--- src/rtl/i2s_pkg.sv ---
// Shared widths and sample types for the I2S transmitter.
package i2s_pkg;
  localparam int DSP_W      = 32;
  localparam int SAMPLE_W   = 24;
  localparam int SLOT_W     = 32;
  localparam int FRAME_BITS = 64;
  localparam int CNT_W      = $clog2(FRAME_BITS);
  localparam int POS_W      = $clog2(SLOT_W);

  typedef logic signed [DSP_W-1:0]    dsp_word_t;
  typedef logic signed [SAMPLE_W-1:0] sample_t;
endpackage

--- src/rtl/i2s_if.sv ---
// Sample stream from the filter into the I2S transmitter (valid/ready).
interface i2s_if;
  import i2s_pkg::*;

  logic      s_valid;
  logic      s_ready;
  dsp_word_t s_data;

  modport master (output s_valid, output s_data, input s_ready);
  modport slave  (input s_valid, input s_data, output s_ready);
endinterface

--- src/rtl/i2s_clkgen.sv ---
// Bit-clock generator: divides clk down to bclk and flags the cycle whose
// closing edge takes bclk from 1 to 0.
module i2s_clkgen #(
  parameter int BCLK_DIV = 4
) (
  input  logic i_clk,
  input  logic i_rst,
  output logic o_bclk,
  output logic o_fall
);
  localparam int              DIV_W = 8;
  localparam logic [DIV_W-1:0] LAST = DIV_W'(BCLK_DIV - 1);

  logic [DIV_W-1:0] r_div;
  logic             r_bclk;
  logic             w_wrap;

  assign w_wrap = (r_div == LAST);

  // Half-period divider; bclk toggles each time the divider wraps
  always_ff @(posedge i_clk) begin
    if (i_rst) begin
      r_div  <= '0;
      r_bclk <= 1'b0;
    end else if (w_wrap) begin
      r_div  <= '0;
      r_bclk <= ~r_bclk;
    end else begin
      r_div  <= r_div + DIV_W'(1);
    end
  end

  assign o_bclk = r_bclk;
  assign o_fall = w_wrap && r_bclk;
endmodule

--- src/rtl/i2s_tx.sv ---
// Mono I2S transmitter: one-entry sample buffer, 32->24 bit conversion,
// 64-bit frame counter and serial shifter. The same sample goes out on both
// left and right slots.
// Optional build macro: I2S_TX_SATURATE_EN clamps the shifted sample to the
// 24-bit signed range instead of wrapping.
module i2s_tx
  import i2s_pkg::*;
#(
  parameter int BCLK_DIV = 4,
  parameter int SHIFT    = 8
) (
  input  logic clk,
  input  logic reset,
  i2s_if.slave s,
  output logic bclk,
  output logic lrck,
  output logic sdata,
  output logic underrun
);

`ifdef I2S_TX_SATURATE_EN
  localparam dsp_word_t SAT_MAX = 32'sh007F_FFFF;
  localparam dsp_word_t SAT_MIN = 32'shFF80_0000;
`endif

  logic             w_fall;
  logic             w_frame_start;
  logic             w_xfer;
  logic [CNT_W-1:0] w_cnt_nxt;

  logic [CNT_W-1:0] r_cnt;
  logic             r_full;
  dsp_word_t        r_buf;
  sample_t          r_frame;
  logic             r_sdata;
  logic             r_underrun;

  // Arithmetic shift down to the DAC range, then wrap or clamp to 24 bits
  function automatic sample_t f_convert(input dsp_word_t din);
    dsp_word_t v_sh;
    v_sh = din >>> SHIFT;
`ifdef I2S_TX_SATURATE_EN
    if (v_sh > SAT_MAX)      return sample_t'(SAT_MAX[SAMPLE_W-1:0]);
    else if (v_sh < SAT_MIN) return sample_t'(SAT_MIN[SAMPLE_W-1:0]);
    else                     return sample_t'(v_sh[SAMPLE_W-1:0]);
`else
    return sample_t'(v_sh[SAMPLE_W-1:0]);
`endif
  endfunction

  // Bit driven at slot position p: p=0 is the I2S one-bit delay, p=1..24
  // walk the sample MSB first, the remaining positions pad with zero
  function automatic logic f_slot_bit(input sample_t frame, input logic [POS_W-1:0] p);
    logic [POS_W-1:0] v_idx;
    v_idx = '0;
    f_slot_bit = 1'b0;
    if (p != '0 && p <= POS_W'(SAMPLE_W)) begin
      v_idx      = POS_W'(SAMPLE_W) - p;
      f_slot_bit = frame[v_idx];
    end
  endfunction

  i2s_clkgen #(.BCLK_DIV(BCLK_DIV)) u_clkgen (
    .i_clk  (clk),
    .i_rst  (reset),
    .o_bclk (bclk),
    .o_fall (w_fall)
  );

  assign w_cnt_nxt     = r_cnt + CNT_W'(1);
  assign w_frame_start = w_fall && (r_cnt == '1);
  assign s.s_ready     = !r_full && !reset;
  assign w_xfer        = s.s_valid && s.s_ready;

  // Frame control: bit counter, buffer occupancy, frame load, serial output
  always_ff @(posedge clk) begin
    if (reset) begin
      r_cnt      <= '0;
      r_full     <= 1'b0;
      r_frame    <= '0;
      r_sdata    <= 1'b0;
      r_underrun <= 1'b0;
    end else begin
      r_underrun <= w_frame_start && !r_full;
      if (w_fall) begin
        r_cnt   <= w_cnt_nxt;
        r_sdata <= f_slot_bit(r_frame, w_cnt_nxt[POS_W-1:0]);
      end
      if (w_frame_start) begin
        r_frame <= r_full ? f_convert(r_buf) : '0;
      end
      // Transfer and frame-start drain never coincide with a full buffer,
      // so a transfer always wins the occupancy flag
      if (w_xfer) begin
        r_full <= 1'b1;
      end else if (w_frame_start) begin
        r_full <= 1'b0;
      end
    end
  end

  // Sample word capture; only meaningful while r_full is set
  always_ff @(posedge clk) begin
    if (w_xfer) begin
      r_buf <= s.s_data;
    end
  end

  assign lrck     = r_cnt[CNT_W-1];
  assign sdata    = r_sdata;
  assign underrun = r_underrun;
endmodule
--- src/flat_wrapper.sv ---
// flat-port wrapper written by rule: the top's interface ports become plain ports
module i2s_tx_flat import i2s_pkg::*;
#(
  parameter int BCLK_DIV = 4,
  parameter int SHIFT    = 8
)
  (clk, reset, bclk, lrck, sdata, underrun, s_s_valid, s_s_data, s_s_ready);
  i2s_if s_i ();
  input  logic clk;
  input  logic reset;
  output logic bclk;
  output logic lrck;
  output logic sdata;
  output logic underrun;
  input wire logic [$bits(s_i.s_valid)-1:0] s_s_valid;
  input wire logic [$bits(s_i.s_data)-1:0] s_s_data;
  output wire logic [$bits(s_i.s_ready)-1:0] s_s_ready;
  assign s_i.s_valid = s_s_valid;
  assign s_i.s_data = s_s_data;
  assign s_s_ready = s_i.s_ready;
  i2s_tx #(.BCLK_DIV(BCLK_DIV), .SHIFT(SHIFT)) u_core (.clk(clk), .reset(reset), .s(s_i), .bclk(bclk), .lrck(lrck), .sdata(sdata), .underrun(underrun));
endmodule
--- config.mk ---
export PLATFORM = sky130hd
export DESIGN_NAME = i2s_tx_flat
export DESIGN_NICKNAME = d
export VERILOG_FILES = /design/src/rtl/i2s_pkg.sv /design/src/rtl/i2s_if.sv /design/src/rtl/i2s_clkgen.sv /design/src/rtl/i2s_tx.sv /design/src/flat_wrapper.sv
export SDC_FILE = /design/constraint.sdc
export NUM_CORES = 1
export LEC_CHECK = 0
export CAP_MARGIN = 20
export CORE_ASPECT_RATIO = 1.2
export CORE_UTILIZATION = 35
export DETAILED_ROUTE_END_ITERATION = 8
export GPL_TIMING_DRIVEN = 0
export PLACE_DENSITY_LB_ADDON = 0.08
export SETUP_SLACK_MARGIN = 0.4
export SLEW_MARGIN = 20
export SYNTH_ARGS = -nofsm -noshare
export SYNTH_HDL_FRONTEND = slang
export SYNTH_SLANG_ARGS = --single-unit
--- constraint.sdc ---
create_clock -name clk -period 5.8 [get_ports clk]
set_input_delay 1.16 -clock clk [delete_from_list [all_inputs] [get_ports clk]]
set_output_delay 1.16 -clock clk [all_outputs]
set_load 0.02 [all_outputs]
==> impl.org <==
** Clock network
- Source-to-sink clock delay at the later pin of the worst-skew pair :: 0.34 ns
- For this design, the sink count on the clock tree is 66.
- In this run the post-CTS setup repair buffer count came out at 0.
- In this run the number of H-tree levels came out at 3.
- The longest clock path from root to sink contains 2 buffers.
- The tree is rooted in a clkbuf_8.
- Buffers inserted to repair hold after CTS numbered 0.
- Clock transition at the registers of the reported paths :: 0.08 ns
- Post-cts repair resize count :: 0
- TritonCTS built the clock tree.
- TritonCTS created 9 clock buffers.

** Critical path
- CP cell instances :: clkdlybuf4s50_1 > buf_6 > nor2_1 > clkdlybuf4s50_1
- The worst setup path is launched from a primary input.
- Launching point of the worst reg2reg path :: u_core.u_clkgen.r_div[0]
- The cell family contributing the most delay on the critical path is buffers and inverters.
- The critical path runs through a total of 4 cells.
- By instance count, the cell type seen most on the critical path is clkdlybuf4s50_1.
- Data arrival time at the worst-slack endpoint :: 2.55 ns
- Worst Setup End Kind :: primary output
- Counting both buffers and inverters, the worst setup path holds a total of 3.
- Tracing the worst setup path back leads to its startpoint at reset.
- Required time of the critical path :: 4.64 ns
- Slowest library cell on the worst path :: clkdlybuf4s50_1
- Class of the most critical setup path :: primary input to primary output
- Cells on worst reg2reg path :: 8
- Critical-path maximum fanout :: 10
- Stage delay of the slowest cell on the critical path :: 0.62 ns

** STA
- Static timing analysis puts the maximum clock frequency at 0.270 GHz.
- Worst Tran Pin Value :: 0.677 ns
- Setup slack closes at 2.09 ns.
- Final count of hold timing violations :: 0
- Count of endpoints failing setup in the final report :: 0
- Total negative slack for setup checks :: 0 ns
- Worst setup skew after layout :: 0.00559 ns
- The max-slew violation total from the final report is 0.
- Setup repair after global routing left no endpoint under its margin.
- Dividing the final minimum period by the clock period gives 0.639.
- Counting I/O delays and the setup requirement, the final critical path takes 3.71 ns.
- Slew headroom :: 0.548

** Route
- DR vias :: 1,916
- In the routed design, unresolved DRC markers number 0.
- The first TritonRoute pass finished after 4 iterations.
- The detail route stage leaves a number of antenna-violating nets equal to 0.
- Wires add up to ~5200 µm.
- In the routed layout, each cell is associated on average with a via count of 4.85.
- Iter 0 DRT Violations :: 80
- After detailed routing, the average wire length per cell comes to ~13 µm.

** Place
- Weighted congestion reported at the end of routability-driven placement :: 0.768
- Setup slack at placement :: 2.08 ns
- DP HPWL :: 3620 µm
- Count of buffers inserted at the top-level ports :: 31

** Synth
- Leading cell types by total area after synthesis :: dfxtp_1 (30%), edfxtp_1 (26%), nand3_1 (5.7%)
- After synthesis the cells add up to 2790 µm².
- In the synthesized netlist the async set-or-reset flop fraction comes to 0.
- Each instance of the synthesized netlist takes up on average 10.9 µm².
- Synthesis instantiated 44 different standard cells from the library.
- In the post-synthesis netlist, the cell with the most instances is dfxtp_1.
- The synthesized design spends more area on one cell type than any other, namely dfxtp_1.
- Synthesis handed over a netlist of 256 instances.
- Number of synthesized flops with an enable pin :: 24
- Top post-synthesis cells by count :: dfxtp_1 (42), nand3_1 (32), nand2_1 (30)
- After synthesis the netlist holds a flip-flop and latch count of 66.
- When the netlist entered floorplanning its net count stood at 293.
- Of the synthesized area, sequential elements account for 0.559.
- Among all flip-flop cells after synthesis, the most frequent one is dfxtp_1.
- Synth Warn # :: 0
- Of the post-synthesis cell area, the dominant cell type holds 0.301.

** Cells and area
- For this run, the post-layout net count is 335.
- The repair_antennas step left the layout with diodes totalling 0.
- Proportion of layout cells with a drive suffix above 1 :: 0.139
- Relative to the synthesized area, the layout overhead comes to 21.4%.

** Floorplan
- The die covers 8350 µm².
- Area of the core region :: 7710 µm²
- The initial utilization of the core area, before any placement, comes to 0.363.
- The die is 99.9 µm tall.
- # rows :: 35
- In this run the count of I/O pins placed on the die edge is 40.
- The die is 83.6 µm wide.

** Pwr
- IR Drop Worst-Case VDD :: 0.000169 V
- Standby leakage power :: 0.00112 µW
- Power spread over the standard cell area amounts to approximately 260 nW/µm².
- The completed layout was analyzed and its total power is ~880 µW.

** GRT
- The number of antenna violations at the first check in global routing came to 0.
- Largest net degree at the start of global routing :: 25
- In the global route stage, overall resource usage came out at 0.144.
- Vias in the first global route :: about 1,900
- Global routing finished with a remaining overflow of 0.
- The first global-routing pass estimated about 9000 µm of wire.

** Run
- Across the run, the number of max-cap violations was 0.

** Min path
- The worst hold path was traced through 2 stages.
- Hold/Removal Path Class :: flip-flop to flip-flop
- Startpoint of the worst hold path :: u_core.r_frame[8]

** Run status
- The run finished with clean final reports.
flip-flops by register name (all words and copies together) (netlist names):
name	count
u_core.u_clkgen.r_div	8
u_core.r_full	1
u_core.r_frame	24
u_core.r_cnt	6
u_core.r_buf	24
u_core.u_clkgen.o_bclk	1
u_core.sdata	1
u_core.underrun	1
path summary, 6_finish.rpt:
check / to / slack (ns)
min reg2reg: u_core.r_frame[8] / 0.45
max reg2reg: u_core.r_frame[14] / 3.30
min: u_core.r_frame[8] / 0.45
max: s_s_ready / 2.09
metal layers:
layer	track usage	share of wire	vias up
met5	0	0	-
met2	0.223	0.47	36
met1	0.184	0.48	888
li1	-	-	984
met3	0.0502	0.040	8
met4	0.0587	0.018	0
report_power, final:
group	switching [µW]	internal, µW	leakage [µW]
clock network	182	153	0.0000810
registers	5.79	490	0.000561
logic	21.8	25.9	0.000482
metrics by stage:
stage           util  cell area [µm²]  hold WS [ns]  instances
6_report       0.440             3390         0.450        395
3_3_place_gp   0.418             3220         0.436        379
3_5_place_dp   0.418             3220         0.443        379
4_1_cts        0.440             3390         0.454        395
5_1_grt        0.440             3390         0.473        395
2_1_floorplan      -             2790         0.426        256
kinds of logic after synthesis:
| logic type | Yosys count | share of synthesized area |
|---|---|---|
| simple gates | 111 | 0.207 |
| flops | 66 | 0.559 |
| compound gates | 34 | 0.0676 |
| buf+inv | 21 | 0.0582 |
| xor+xnor | 14 | 0.0439 |
| mux | 8 | 0.0555 |
| fa+ha+maj | 2 | 0.00896 |
final cells by class:
type	instances	area (µm²)
fillers	749	4320
clock buffers	9	124
repair buffers	31	310
flip-flops and latches	66	1560
plain buffers	19	155
multi-input cells	169	1070
inverters	2	7.51
clock inverters	7	46.3
well taps	92	115
layout by cell type (no fill, tap or decap), types with 4 or more instances in the layout:
cell | netlist | layout
nand2_1 | 30 | 30
edfxtp_1 | 24 | 24
mux4_2 | 6 | 6
buf_6 | 4 | 4
xnor2_1 | 6 | 6
a21oi_1 | 26 | 26
clkbuf_1 | 8 | 8
dfxtp_1 | 42 | 42
xor2_1 | 8 | 8
clkdlybuf4s50_1 | 0 | 31
nand3_1 | 32 | 32
nor2_1 | 20 | 20
clkbuf_8 | 2 | 11
worst register-to-register path: stages, from the launching register on:
cell	delay [ns]
dfxtp_1	0.40
ha_1	0.26
or4b_4	0.49
nor4_4	0.27
nand2_4	0.14
nor3_4	0.38
buf_4	0.25
nand3_1	0.09
a21oi_1	0.16
No activity file was read; power rests on OpenSTA's default activity.
